### src/rtl/countdown_pkg.sv
// Shared constants for the mm:ss BCD countdown: FSM encoding, digit limits,
// bus field offsets and the preset clamp helper.
package countdown_pkg;

    typedef logic [2:0] state_t;

    localparam state_t ST_IDLE    = 3'd0;
    localparam state_t ST_LOADED  = 3'd1;
    localparam state_t ST_RUN     = 3'd2;
    localparam state_t ST_PAUSE   = 3'd3;
    localparam state_t ST_EXPIRED = 3'd4;

    localparam logic [3:0] ONES_MAX = 4'd9;
    localparam logic [3:0] TENS_MAX = 4'd5;

    localparam int SEC_ONES_LSB = 0;
    localparam int SEC_TENS_LSB = 4;
    localparam int MIN_ONES_LSB = 8;
    localparam int MIN_TENS_LSB = 12;

    function automatic logic [3:0] clamp_digit(input logic [3:0] d, input logic [3:0] max);
        return (d > max) ? max : d;
    endfunction

endpackage

### src/rtl/countdown_ctrl_digit.sv
// One BCD down-counter digit: synchronous load, decrement on enable,
// wrap to MAX with a borrow out that enables the next-higher digit.
module bcd_down_digit #(
    parameter logic [3:0] MAX = 4'd9
) (
    input  logic       clk_50MHz_i,
    input  logic       rst_async_la_i,
    input  logic       load_i,
    input  logic [3:0] load_val_i,
    input  logic       en_i,
    output logic [3:0] digit_o,
    output logic       borrow_o
);

    logic [3:0] digit_q, digit_d;

    always_comb begin
        digit_d = digit_q;
        if (load_i)
            digit_d = load_val_i;
        else if (en_i)
            digit_d = (digit_q == 4'd0) ? MAX : digit_q - 4'd1;
    end

    always_ff @(posedge clk_50MHz_i or negedge rst_async_la_i) begin
        if (!rst_async_la_i)
            digit_q <= 4'd0;
        else
            digit_q <= digit_d;
    end

    assign digit_o  = digit_q;
    assign borrow_o = en_i && (digit_q == 4'd0);

endmodule

### src/rtl/countdown_ctrl.sv
// mm:ss countdown sequencer: 1 Hz prescaler, run/pause/expire FSM and
// preset clamping in front of a four-digit cascaded BCD down-counter.
module countdown_ctrl
    import countdown_pkg::*;
#(
    parameter int TICK_DIV = 50_000_000,
    parameter int PW       = 26
) (
    input  logic        clk_50MHz_i,
    input  logic        rst_async_la_i,
    input  logic        load_i,
    input  logic        start_i,
    input  logic        pause_i,
    input  logic [15:0] preset_i,
    output logic [15:0] count_o,
    output logic        running_o,
    output logic        tick_o,
    output logic        expired_o,
    output logic        done_o
);

    localparam logic [PW-1:0] RELOAD = PW'(TICK_DIV - 1);

    state_t        state_q, state_d;
    logic [PW-1:0] presc_q, presc_d;
    logic          expired_q;
    logic [15:0]   count;
    logic [15:0]   load_val;
    logic [4:0]    en;
    logic          tick, count_zero, last_sec;

    assign count_zero = (count == 16'h0000);
    assign last_sec   = (count == 16'h0001);
    // Gating on a non-zero count keeps the chain from ever underflowing.
    assign tick       = (state_q == ST_RUN) && (presc_q == '0) && !count_zero;
    assign en[0]      = tick && !load_i;

    assign load_val[SEC_ONES_LSB +: 4] = clamp_digit(preset_i[SEC_ONES_LSB +: 4], ONES_MAX);
    assign load_val[SEC_TENS_LSB +: 4] = clamp_digit(preset_i[SEC_TENS_LSB +: 4], TENS_MAX);
    assign load_val[MIN_ONES_LSB +: 4] = clamp_digit(preset_i[MIN_ONES_LSB +: 4], ONES_MAX);
    assign load_val[MIN_TENS_LSB +: 4] = clamp_digit(preset_i[MIN_TENS_LSB +: 4], TENS_MAX);

    for (genvar i = 0; i < 4; i++) begin : g_digit
        bcd_down_digit #(
            .MAX((i % 2 == 0) ? ONES_MAX : TENS_MAX)
        ) u_digit (
            .clk_50MHz_i   (clk_50MHz_i),
            .rst_async_la_i(rst_async_la_i),
            .load_i        (load_i),
            .load_val_i    (load_val[i*4 +: 4]),
            .en_i          (en[i]),
            .digit_o       (count[i*4 +: 4]),
            .borrow_o      (en[i+1])
        );
    end

    always_comb begin
        state_d = state_q;
        if (load_i)
            state_d = ST_LOADED;
        // A borrow out of the top digit would be an underflow; treat it as expiry.
        else if (state_q == ST_RUN && ((tick && last_sec) || en[4]))
            state_d = ST_EXPIRED;
        else if (pause_i && state_q == ST_RUN)
            state_d = ST_PAUSE;
        else if (start_i && (state_q == ST_LOADED || state_q == ST_PAUSE))
            state_d = count_zero ? ST_EXPIRED : ST_RUN;
    end

    // Prescaler holds outside RUN so a paused partial second survives resume.
    always_comb begin
        presc_d = presc_q;
        if (load_i)
            presc_d = RELOAD;
        else if (state_q == ST_RUN)
            presc_d = (presc_q == '0) ? RELOAD : presc_q - PW'(1);
    end

    always_ff @(posedge clk_50MHz_i or negedge rst_async_la_i) begin
        if (!rst_async_la_i) begin
            state_q   <= ST_IDLE;
            presc_q   <= RELOAD;
            expired_q <= 1'b0;
        end else begin
            state_q   <= state_d;
            presc_q   <= presc_d;
            expired_q <= (state_d == ST_EXPIRED) && (state_q != ST_EXPIRED);
        end
    end

    assign count_o   = count;
    assign running_o = (state_q == ST_RUN);
    assign tick_o    = tick;
    assign expired_o = expired_q;
    assign done_o    = (state_q == ST_EXPIRED);

endmodule

### config.mk
export PLATFORM = sky130hd
export DESIGN_NAME = countdown_ctrl
export DESIGN_NICKNAME = d
export VERILOG_FILES = /design/src/rtl/countdown_pkg.sv /design/src/rtl/countdown_ctrl_digit.sv /design/src/rtl/countdown_ctrl.sv
export SDC_FILE = /design/constraint.sdc
export NUM_CORES = 1
export LEC_CHECK = 0
export BUFFER_PORTS_ARGS = -buffer_cell sky130_fd_sc_hd__buf_4
export CAP_MARGIN = 0
export CORE_MARGIN = 4
export CORE_UTILIZATION = 35
export DETAILED_ROUTE_END_ITERATION = 6
export SETUP_SLACK_MARGIN = 0.1
export SYNTH_ARGS = -nofsm -noshare
export SYNTH_HDL_FRONTEND = slang
export SYNTH_HIERARCHICAL = 1
export SYNTH_SLANG_ARGS = --single-unit
### constraint.sdc
create_clock -name clk_50MHz_i -period 6.1 [get_ports clk_50MHz_i]
set_input_delay 0.61 -clock clk_50MHz_i [delete_from_list [all_inputs] [get_ports clk_50MHz_i]]
set_output_delay 0.61 -clock clk_50MHz_i [all_outputs]
set_load 0.02 [all_outputs]
==> flow_summary.json, run 1 <==
{
  "power_density_nw_per_um2": 196.9,
  "hold_buffers": 0,
  "dpl_cell_area_um2": 3055,
  "hold_viol_final": 0,
  "cts_resized": 0,
  "crit_start": "presc_q[11]$_DFFE_PN0P_",
  "power_mw": 0.6204,
  "dp_hpwl_um": 4171,
  "synth_top_family_by_area": "simple AND/OR/NAND/NOR gates",
  "p_seq_frac": 0.552,
  "rsz0062_at_grt": "no",
  "cp-start-kind": "flip-flop",
  "worstMarginPinSlew_ns": 1.142,
  "period_share": 0.8264,
  "grt_max_degree": 47,
  "crit_end": "state_q[0]$_DFF_PN0_",
  "clock_latency_ns": 0.30,
  "ios": 41,
  "synth_cells": 284,
  "worst_setup_path_end_kind": "flip-flop",
  "yosys.area_share.adder": 0.009452,
  "rrSetupSlack_ns": 1.06,
  "via_per_inst": 5.089,
  "layout_min_cycle_time_ns": 5.041,
  "synth_area_leader_cell": "dfrtp_1",
  "design.core.area_um2": 7292,
  "path_depth": 17,
  "max_freq_ghz": 0.1984,
  "hold_class": "in2async",
  "gr-total-overflow": 0,
  "r2r_cells": 17,
  "cts_sinks": 46,
  "synth_seq_cells": 46,
  "synth_commonest_cells": "nand2_1, dfrtp_1, nor2_1",
  "critPathMaxFanout": 6,
  "grt_usage": 0.1382,
  "p_int_mw": 0.4481,
  "numPortBuffers": 40,
  "initial_core_util": 0.3631,
  "fin_tns_setup_ns": 0,
  "worst-path-buf-inv": 1,
  "area_growth_pct": 19.00,
  "drv_slew": 0,
  "htreeDepth": 2,
  "diodes": 0,
  "post-place-cells": 419,
  "synth_area_per_cell_um2": 9.322,
  "drt-initial-drc-count": 87,
  "worst_slack_ns": 1.059,
  "yosysWarningCount": 6,
  "synth_compound_area_frac": 0.1238,
  "antenna_found_initial": 0,
  "synth-edff-count": 0,
  "layout-drive-gt1-share": 0.2500,
  "yosysUniqueCellTypes": 48,
  "dp_slack_ns": 1.027,
  "dr_total_vias": 2173,
  "arrival_ns": 5.21,
  "dieArea_um2": 9020,
  "fin_nets": 350,
  "drtPass1Iterations": 4,
  "cts_setup_buffers": 0,
  "peakVddDrop_uv": 126.3,
  "holdWs_ns": 0.2990,
  "final_cell_area_um2": 3151,
  "instances_no_fill": 427,
  "ant_nets": 0,
  "cts_buffers": 5,
  "netlist_area_um2": 2648,
  "die_x_um": 94.98,
  "row_count": 31,
  "grt_pass1_wl_um": 10030,
  "cp_slowest_cell": "or4b_1",
  "synth_top_cell_area_share": 0.2647,
  "synthFlopType": "dfrtp_1",
  "cts_tree": "done",
  "p_sw_mw": 0.1723,
  "drcViolationCount": 0,
  "synthSimpleGateAreaFrac": 0.3086,
  "grt_pass1_vias": 2150,
  "cp_top_family": "simple AND/OR/NAND/NOR gates",
  "crit_required_ns": 6.27,
  "fin_util": 0.4321,
  "clk_pin_slew_worst_paths_ns": 0.09,
  "max_cap_viol_count": 0,
  "p_leak_nw": 1.186,
  "cts.path.max_buffers": 2,
  "synth.area.top_cells": "dfrtp_1, dfstp_2, xnor2_1, nand2_1, nor2_1",
  "synth-xor-area-share": 0.08270,
  "synth_seq_area_share": 0.4433,
  "swShare": 0.2777,
  "r2r-start": "presc_q[11]$_DFFE_PN0P_",
  "die_y_um": 94.98,
  "p_clk_frac": 0.315,
  "synthMuxAreaShare": 0.007561,
  "setup_viol_count_final": 0,
  "wire_per_inst_um": 13.29,
  "cp_cell_sequence": "nor4_2 -> nand4_1 -> nor2_2 -> nand2_1 -> nor3_1 -> nor4b_4 -> nor2b_1 -> or4b_1 -> nor2_1 -> nor4b_4 -> nor2b_1 -> or4b_1 -> nor2_1 -> inv_1 -> o41a_1 -> a41oi_1 -> o21ai_1",
  "cp_slowest_stage_delay_ns": 0.49,
  "finClkSkew_ns": 0.007058,
  "maxSlewHeadroom": 0.2385,
  "yosysMostFrequentCell": "nand2_1",
  "comb_power_share": 0.133,
  "path_class": "reg2reg",
  "rr_endpoint": "state_q[0]$_DFF_PN0_",
  "status": "finished, final reports clean",
  "synthArstFlopShare": 1.000,
  "detail_route.wirelength_um": 5673,
  "routabilityCongestion": 0.7868,
  "cts_root_buffer": "clkbuf_8"
}
-- sequential cells by signal, summed over array words and instances (netlist names) --
signal,count
g_digit.u_digit/digit_o,16
expired_o,1
state_q,3
presc_q,26
-- worst min-delay path by stage --
stage	from	slack, ns	depth (start not counted)	end
floorplan	rst_async_la_i	0.31	0	expired_o$_DFF_PN0_
global placement	presc_q[3]$_DFFE_PN1P_	0.51	2	presc_q[3]$_DFFE_PN1P_
detailed placement	presc_q[3]$_DFFE_PN1P_	0.51	2	presc_q[3]$_DFFE_PN1P_
CTS	rst_async_la_i	0.32	1	presc_q[8]$_DFFE_PN0P_
global route	rst_async_la_i	0.35	1	presc_q[8]$_DFFE_PN0P_
finish	rst_async_la_i	0.30	1	presc_q[8]$_DFFE_PN0P_
-- layout make-up --
class	instances	area [um^2]
sequential	46	1174
clock buffer	6	82.58
fill	772	4141
multi-input combinational	223	1416
timing repair buffer	40	300.3
tap	99	123.9
inverter	11	41.29
clock inverter	2	12.51
-- routing by layer --
metal  up-vias  global-route usage  wire length (um)
li1       1090                   -                 -
met1      1041              0.1891              2746
met2        40              0.2231              2642
met3         2             0.03745               276
met4         0             0.02163                 7
met5         -                   0                 0
-- cell usage in the layout (no fill, tap or decap), types with 2 or more instances in the layout --
master    synthesis  final
buf_4             0     40
nand2_1          32     32
nor2_1           28     28
dfrtp_1          28     28
xnor2_1          22     22
dfstp_2          18     18
o21ai_0          17     17
a21oi_1          13     13
nor3_1           12     12
inv_1            11     11
nor4_1           10     10
nor2b_1          10     10
o21ai_1           9      9
nand2b_1          7      7
nand4_1           6      6
clkbuf_8          0      6
nand3_1           5      5
or3_1             4      4
nor3b_2           4      4
nor4_2            3      3
o211ai_1          3      3
xor2_1            3      3
nand3b_1          2      2
or2_2             2      2
a211o_1           2      2
ha_1              2      2
nor4b_4           2      2
and2b_1           2      2
mux2i_1           2      2
or4b_1            2      2
conb_1            1      2
-- cell families (layout without fill, tap and decap cells) --
| family | after synthesis | in the layout |
|---|---|---|
| multiplexers | 2 | 2 |
| other | 1 | 2 |
| adder cells (fa/ha/maj) | 2 | 2 |
| buffers and inverters | 16 | 59 |
| AND/OR/NAND/NOR | 138 | 138 |
| XOR/XNOR | 25 | 25 |
| flip-flops | 46 | 46 |
| AO/OA/AOI/OAI | 54 | 54 |
-- power by group through the flow --
stage | sequential (mW) | combinational [mW] | clock (mW)
global placement | 0.348 | 0.0840 | 0
finish | 0.343 | 0.0825 | 0.195
CTS | 0.343 | 0.0847 | 0.203
floorplan | 0.355 | 0.0317 | 0
detailed placement | 0.348 | 0.0843 | 0
global route | 0.346 | 0.0927 | 0.216
Power figures use the tool's default switching activity.
==> inputs of run 2 (changes only) <==
Clock period 6.1 ns to 5 ns, I/O delays scaled along.
==> flow_summary.json, run 2 (synthesis results as in run 1) <==
{
  "routabilityCongestion": 0.7687,
  "ff_latch_area_um2": 1174,
  "fin_tns_setup_ns": 0,
  "worstMarginPinSlew_ns": 0.6720,
  "clk_pin_slew_worst_paths_ns": 0.10,
  "dpl_cell_area_um2": 3108,
  "ant_nets": 0,
  "peakVddDrop_uv": 141.2,
  "drv_slew": 0,
  "cts_tree": "done",
  "drcViolationCount": 0,
  "n_fill_cell": 767,
  "die_x_um": 94.98,
  "power_density_nw_per_um2": 247.2,
  "detail_route.wirelength_um": 5928,
  "numPortBuffers": 40,
  "wire_per_inst_um": 13.60,
  "clock_latency_ns": 0.31,
  "grt_usage": 0.1454,
  "hold_viol_final": 0,
  "crit_required_ns": 5.18,
  "path_class": "reg2reg",
  "max_cap_viol_count": 0,
  "htreeDepth": 2,
  "initial_core_util": 0.3631,
  "cts_buffers": 5,
  "final_cell_mix": "buf_4, nand2_1, nor2_1, dfrtp_1, xnor2_1",
  "diodes": 0,
  "period_share": 0.9026,
  "dieArea_um2": 9020,
  "drtPass1Iterations": 4,
  "layout-drive-gt1-share": 0.2730,
  "worst_setup_path_end_kind": "flip-flop",
  "cp-start-kind": "flip-flop",
  "finClkSkew_ns": 0.01350,
  "layout_commonest_cell": "buf_4",
  "hold_class": "in2async",
  "grt_pass1_wl_um": 10450,
  "design.core.area_um2": 7292,
  "layout_min_cycle_time_ns": 4.513,
  "rsz0062_at_grt": "no",
  "largest_reg_flops": 26,
  "critPathMaxFanout": 5,
  "antenna_found_initial": 0,
  "fin_nets": 359,
  "drt-initial-drc-count": 73,
  "cts_root_buffer": "clkbuf_8",
  "fin_util": 0.4435,
  "largest_register": "presc_q",
  "dp_hpwl_um": 4337,
  "p_leak_nw": 1.241,
  "row_count": 31,
  "dr_total_vias": 2184,
  "arrival_ns": 4.69,
  "status": "finished, final reports clean",
  "maxSlewHeadroom": 0.5493,
  "die_y_um": 94.98,
  "multiInputGateArea_um2": 1419,
  "grt_max_degree": 47,
  "ios": 41,
  "cts.path.max_buffers": 2,
  "max_freq_ghz": 0.2216,
  "setup_viol_count_final": 0,
  "cts_sinks": 46,
  "gr-total-overflow": 0,
  "grt_pass1_vias": 2224,
  "area_growth_pct": 22.16,
  "final_cell_area_um2": 3234,
  "via_per_inst": 5.009
}
run 2: cell count changes in the layout (fill, tap and decap cells not counted):
| cell | before | now |
|---|---|---|
| clkinvlp_4 | 1 | 0 |
| buf_4 | 40 | 49 |
| nor2b_2 | 0 | 1 |
| bufinv_16 | 0 | 1 |
| clkinv_2 | 1 | 2 |
| clkbuf_8 | 6 | 5 |
| nor2b_1 | 10 | 9 |
run 2: layer usage:
metal,up-vias,global-route usage,share of wire
met5,-,0,0
met4,0,0.02163,0.0049
met3,4,0.04542,0.048
met2,40,0.2390,0.48
met1,1034,0.1920,0.47
li1,1106,-,-
run 2: final cells by class:
type                            count  area share
Multi-Input combinational cell    223      0.4387
Sequential cell                    46      0.3629
Timing Repair Buffer               49      0.1137
Tap cell                           99     0.03830
Clock buffer                        5     0.02128
Inverter                           11     0.01277
Clock inverter                      3     0.01238
run 2: path summary, 6_finish.rpt:
kind                                               from                                        end  slack [ns]  cells after the start
worst max register to register  presc_q[11]$_DFFE_PN0P_                       state_q[0]$_DFF_PN0_        0.49                     17
worst max-delay path            presc_q[11]$_DFFE_PN0P_                       state_q[0]$_DFF_PN0_        0.49                     17
min in group clk_50MHz_i                   preset_i[11]  g_digit[2].u_digit/digit_o[3]$_DFFE_PN0P_        0.43                      3
worst min register to register   presc_q[3]$_DFFE_PN1P_                     presc_q[3]$_DFFE_PN1P_        0.54                      2
worst min-delay path                     rst_async_la_i                    presc_q[10]$_DFFE_PN0P_        0.18                      1
max in group asynchronous                rst_async_la_i  g_digit[1].u_digit/digit_o[3]$_DFFE_PN0P_        4.42                      1
run 2: worst max-delay path, cell delays in order (launching register included):
cell	delay, ns
dfrtp_1	0.43
nor4_2	0.37
nand4_1	0.28
nor2_2	0.20
nand2_1	0.08
nor3_1	0.20
nor4b_4	0.27
nor2b_1	0.22
or4b_1	0.47
nor2_1	0.24
nor4b_4	0.28
nor2b_2	0.27
or4b_1	0.47
nor2_1	0.11
inv_1	0.05
o41a_1	0.13
a41oi_1	0.23
o21ai_1	0.08
run 2: what timing repair did:
action	4_1_cts	5_1_grt
hold buffers	0	0
endpoints found under the setup margin	0	4
buffers inserted	0	2
gates resized for setup	0	1
run 2: power by group:
part	total (mW)	switching, mW	internal, mW
Clock	0.279	0.131	0.147
Sequential	0.418	0.0284	0.390
Combinational	0.102	0.0559	0.0465
Total	0.800	0.216	0.584
run 2: stage by stage:
stage	cells	hold slack (ns)	total power, mW	worst slack [ns]
after floorplan	285	0.2044	0.4714	0.5198
after global placement	426	0.4992	0.5284	0.5581
after detailed placement	426	0.5164	0.5293	0.4185
after CTS	434	0.2021	0.8097	0.3815
after global routing	436	0.2254	0.8443	0.1111
final	436	0.1792	0.7995	0.4868
